==> config.mk <==
export PLATFORM = sky130hd
export DESIGN_NAME = bcd_to_bin
export DESIGN_NICKNAME = d
export VERILOG_FILES = /design/src/rtl/bcd_pkg.sv /design/src/rtl/bcd_digit_adj.sv /design/src/rtl/bcd_to_bin.sv
export SDC_FILE = /design/constraint.sdc
export NUM_CORES = 1
export LEC_CHECK = 0
export ABC_AREA = 1
export CORE_MARGIN = 2
export CORE_UTILIZATION = 55
export DETAILED_ROUTE_END_ITERATION = 10
export PLACE_DENSITY = 0.8
export SYNTH_ARGS = -nofsm -noshare
export SYNTH_HDL_FRONTEND = slang
export SYNTH_SLANG_ARGS = --single-unit
export TNS_END_PERCENT = 50
==> constraint.sdc <==
create_clock -name clk -period 4.7 [get_ports clk]
set_clock_uncertainty 0.15 [all_clocks]
set_input_delay 1.175 -clock clk [delete_from_list [all_inputs] [get_ports clk]]
set_output_delay 1.175 -clock clk [all_outputs]
set_load 0.02 [all_outputs]
==> src/rtl/bcd_pkg.sv <==
// Shared encodings and digit constants for the BCD-to-binary converter.
package bcd_pkg;

    typedef enum logic [1:0] {
        IDLE  = 2'd0,
        SHIFT = 2'd1,
        DONE  = 2'd2
    } state_t;

    localparam logic [3:0] DIGIT_MAX  = 4'd9;
    localparam logic [3:0] ADJ_THRESH = 4'd8;
    localparam logic [3:0] ADJ_VAL    = 4'd3;

    // Counter must hold 0..n inclusive.
    function automatic int unsigned cnt_width(input int unsigned n);
        return $clog2(n + 1);
    endfunction

endpackage

==> src/rtl/bcd_digit_adj.sv <==
// Reverse double-dabble digit correction: a post-shift digit of 8 or more loses 3.
module bcd_digit_adj
    import bcd_pkg::*;
(
    input  logic [3:0] digit,
    output logic [3:0] adj_c
);

    assign adj_c = (digit >= ADJ_THRESH) ? (digit - ADJ_VAL) : digit;

endmodule

==> src/rtl/bcd_to_bin.sv <==
// Sequential BCD-to-binary converter (shift right, subtract 3 from digits >= 8).
// Define BCD_CHECK_EN to flag and zero results for operands holding a digit > 9.
module bcd_to_bin
    import bcd_pkg::*;
#(
    parameter int unsigned DIGITS = 3,
    parameter int unsigned BIN_W  = 8
) (
    input  logic                  clk,
    input  logic                  rst,
    input  logic                  start,
    input  logic [4*DIGITS-1:0]   bcd_in,
    output logic                  busy,
    output logic                  done,
    output logic [BIN_W-1:0]      bin_out,
    output logic                  ovf,
    output logic                  bad_digit
);

    localparam int unsigned BCD_W  = 4 * DIGITS;
    localparam int unsigned WORK_W = BCD_W + BIN_W;
    localparam int unsigned CNT_W  = cnt_width(BIN_W);

    state_t             state, state_n;
    logic [BCD_W-1:0]   bcd_r, bcd_n, bcd_adj_c;
    logic [BIN_W-1:0]   bin_r, bin_n;
    logic [CNT_W-1:0]   cnt, cnt_n;
    logic               busy_n, done_n, ovf_n;
    logic [BIN_W-1:0]   bin_out_n;
    logic [WORK_W-1:0]  work_sh_c;

`ifdef BCD_CHECK_EN
    logic bad_r, bad_n, bad_digit_n, bad_in_c;

    // Any operand digit above 9 marks the whole conversion invalid.
    always_comb begin
        bad_in_c = 1'b0;
        for (int unsigned d = 0; d < DIGITS; d++) begin
            if (bcd_in[4*d +: 4] > DIGIT_MAX) begin
                bad_in_c = 1'b1;
            end
        end
    end
`endif

    assign work_sh_c = {bcd_r, bin_r} >> 1;

    for (genvar g = 0; g < DIGITS; g++) begin : g_adj
        bcd_digit_adj u_adj (
            .digit (work_sh_c[BIN_W + 4*g +: 4]),
            .adj_c (bcd_adj_c[4*g +: 4])
        );
    end

    // Next-state and next-output logic.
    always_comb begin
        state_n   = state;
        bcd_n     = bcd_r;
        bin_n     = bin_r;
        cnt_n     = cnt;
        busy_n    = busy;
        done_n    = 1'b0;
        bin_out_n = bin_out;
        ovf_n     = ovf;
`ifdef BCD_CHECK_EN
        bad_n       = bad_r;
        bad_digit_n = bad_digit;
`endif
        case (state)
            IDLE, DONE: begin
                if (start) begin
                    state_n = SHIFT;
                    bcd_n   = bcd_in;
                    bin_n   = '0;
                    cnt_n   = '0;
                    busy_n  = 1'b1;
`ifdef BCD_CHECK_EN
                    bad_n   = bad_in_c;
`endif
                end else begin
                    state_n = IDLE;
                end
            end
            SHIFT: begin
                bcd_n = bcd_adj_c;
                bin_n = work_sh_c[BIN_W-1:0];
                cnt_n = cnt + CNT_W'(1);
                if (cnt == CNT_W'(BIN_W - 1)) begin
                    // Residual decimal digits mean the value did not fit in BIN_W bits.
                    state_n = DONE;
                    busy_n  = 1'b0;
                    done_n  = 1'b1;
                    if (|bcd_adj_c) begin
                        ovf_n     = 1'b1;
                        bin_out_n = '1;
                    end else begin
                        ovf_n     = 1'b0;
                        bin_out_n = bin_n;
                    end
`ifdef BCD_CHECK_EN
                    bad_digit_n = bad_r;
                    if (bad_r) begin
                        ovf_n     = 1'b0;
                        bin_out_n = '0;
                    end
`endif
                end
            end
            default: state_n = IDLE;
        endcase
    end

    always_ff @(posedge clk) begin
        if (rst) begin
            state   <= IDLE;
            bcd_r   <= '0;
            bin_r   <= '0;
            cnt     <= '0;
            busy    <= 1'b0;
            done    <= 1'b0;
            bin_out <= '0;
            ovf     <= 1'b0;
        end else begin
            state   <= state_n;
            bcd_r   <= bcd_n;
            bin_r   <= bin_n;
            cnt     <= cnt_n;
            busy    <= busy_n;
            done    <= done_n;
            bin_out <= bin_out_n;
            ovf     <= ovf_n;
        end
    end

`ifdef BCD_CHECK_EN
    always_ff @(posedge clk) begin
        if (rst) begin
            bad_r     <= 1'b0;
            bad_digit <= 1'b0;
        end else begin
            bad_r     <= bad_n;
            bad_digit <= bad_digit_n;
        end
    end
`else
    assign bad_digit = 1'b0;
`endif

endmodule

==> metrics.txt <==
core area 3030 um2; Synth Net Count 273; # resized after CTS 0; Residual DRC 0; crit-path max FO 30; initial antenna violation count 0; Final Hold Viols 0; crit-path max cell delay 1.22 ns; most common library cells after synthesis 76 x nand2_1, 36 x dfxtp_1, 33 x inv_1; Yosys top cell area share 41.3%; drt wl/cell 10.5 um; Worst EP arrival 2.93 ns; number of synthesized flops with an enable pin 0; register bit total from synthesis 36; row count 20; largest net degree at the start of global routing 31; IO Pins 27; clk buf depth 2; worst skew pair latency 0.34 ns; total number of vias 1517; Synth cell types 24; critical path's slowest cell clkdlybuf4s50_1; endpoints failing setup 0; final HPWL from detailed placement 2.39 mm; CTS root buf clkbuf_4; Synth Flop Type dfxtp_1; Mapped Area 1750 um2; largest area contributor in the netlist dfxtp_1; most used standard cell by instance count after synthesis nand2_1; Slew HR 24.2%; Least-Margin Pin Slew 1.13 ns; PortBufs 25; RSZ-0062 raised after global routing no; DRT iter0 DRCs 68; pwr dens 287 nW/um2; post-synthesis sequential area ratio 41.3%; H-tree levels 2; Max IR drop VDD 0.220 mV; synthesized area per cell 6.90 um2; vias in the first global route 1288; # diodes 0; synth top area cells dfxtp_1 41%, nand2_1 16%, inv_1 7.1%, a21oi_1 5.2%, nor2_1 4.9%; Mapped Cells 253; Crit. End Element flip-flop; fillcell total 285; chip width 60.3 um; Vias per Instance 4.73; setup TNS 0 ns; nets 296; synth warn 0; startpoint types primary input; leakage 0.878 nW; area grow syn2layout 17.4%; DIE AREA 3640 um2; area occupied by registers 721 um2; GP Congestion 0.889; Final min period 2.85 ns; max cap viols 0; class of the most critical setup path in -> reg; 1st-pass router iterations 4; first-pass GRT wire length 5.60 mm; Worst-path clk slew 0.10 ns; multi-input logic area 815 um2; Slew Limit Fails 0; hold buffer count at CTS 0; period utilization 60.7%; crit path cell chain clkdlybuf4s50_1 > inv_1 > o21ai_1 > a21oi_1; Worst EP required 4.78 ns; Die Y 60.3 um; GR Overflow Total 0; HP Class reg -> reg; Routed WL 3.37 mm; Clock Sinks 36; status completed; total track usage 20.9%; TritonCTS Buffers 5; CTS tree done; Max Fclk 0.351 GHz; post-layout util 67.7%; hold slack 0.330 ns; Post-CTS Setup Inserts 0; initial core utilization 57.6%; remaining antenna violation count after routing 0; layout cell share with drive strength beyond 1 9.03%; asr flop ratio synth 0%
-- layout by cell type (no fill, tap or decap), drive strengths merged --
cell and n:
nand2 81, inv 40, dfxtp 36, nor2 28, clkdlybuf4s50 25, a21oi 18, nand3 16, o21ai 10
clkbuf 8, a31oi 5, ha 5, o211ai 2, nand4 1, a211oi 1, conb 1
-- cell type report --
class	instances	share of cell area [%]
Timing Repair Buffer	25	12.2
Inverter	40	7.33
Clock buffer	8	2.87
Sequential cell	36	35.2
Tap cell	44	2.69
Multi-Input combinational cell	168	39.7
-- power breakdown --
group | internal, W | total [W] | switching (W)
logic | 0.0000344 | 0.0000917 | 0.0000574
registers | 0.000316 | 0.000326 | 0.0000104
clock network | 0.0000738 | 0.000171 | 0.0000967
-- kinds of logic (layout without fill, tap and decap cells) --
kind of cell	count (synthesis)	after routing	synth area share, %
AOI/OAI and AO/OA	36	36	11.1
other	1	1	0.215
buffers and inverters	49	73	12.0
and+or+nand+nor	126	126	31.8
DFF	36	36	41.3
adders and majority gates	5	5	3.58
-- layer usage --
metal	up-vias	part of all wire [%]	GRT usage [%]
met1	661	50	28.7
met4	0	1.8	8.57
met3	8	4.1	5.12
li1	825	-	-
met5	-	0	0
met2	23	44	31.5
-- critical path: cells and delay by family --
kind            cells  cell delay (ns)
buf+inv             2             1.52
compound gates      2             0.22
-- path summary, 6_finish.rpt --
| check | cells after the start | slack [ns] | start | endpoint |
|---|---|---|---|---|
| setup / recovery | 4 | 1.85 | rst | ovf$_SDFFE_PP0P_ |
| hold / removal | 1 | 0.33 | cnt[3]$_SDFFE_PP0P_ | cnt[3]$_SDFFE_PP0P_ |
| setup reg to reg | 8 | 2.85 | cnt[0]$_SDFFE_PP0P_ | bin_out[4]$_SDFFE_PP0P_ |
| hold reg to reg | 1 | 0.33 | cnt[3]$_SDFFE_PP0P_ | cnt[3]$_SDFFE_PP0P_ |
-- through the flow --
stage | std cells | total power, W | cell area, um2 | worst slack, ns
after floorplan | 253 | 0.000401 | 1750 | 2.72
after global placement | 313 | 0.000425 | 1990 | 1.54
after detailed placement | 313 | 0.000425 | 1990 | 1.50
after CTS | 321 | 0.000595 | 2050 | 1.88
after global routing | 321 | 0.000618 | 2050 | 1.73
final | 321 | 0.000588 | 2050 | 1.85
-- state kept, by name, summed over array words and instances, names as in the netlist --
signal and count:
done 1, busy 1, cnt 4, bcd_r 12
bin_out 8, ovf 1, state 2, bin_r 7
Note: power is estimated with default switching activity, not from simulation.
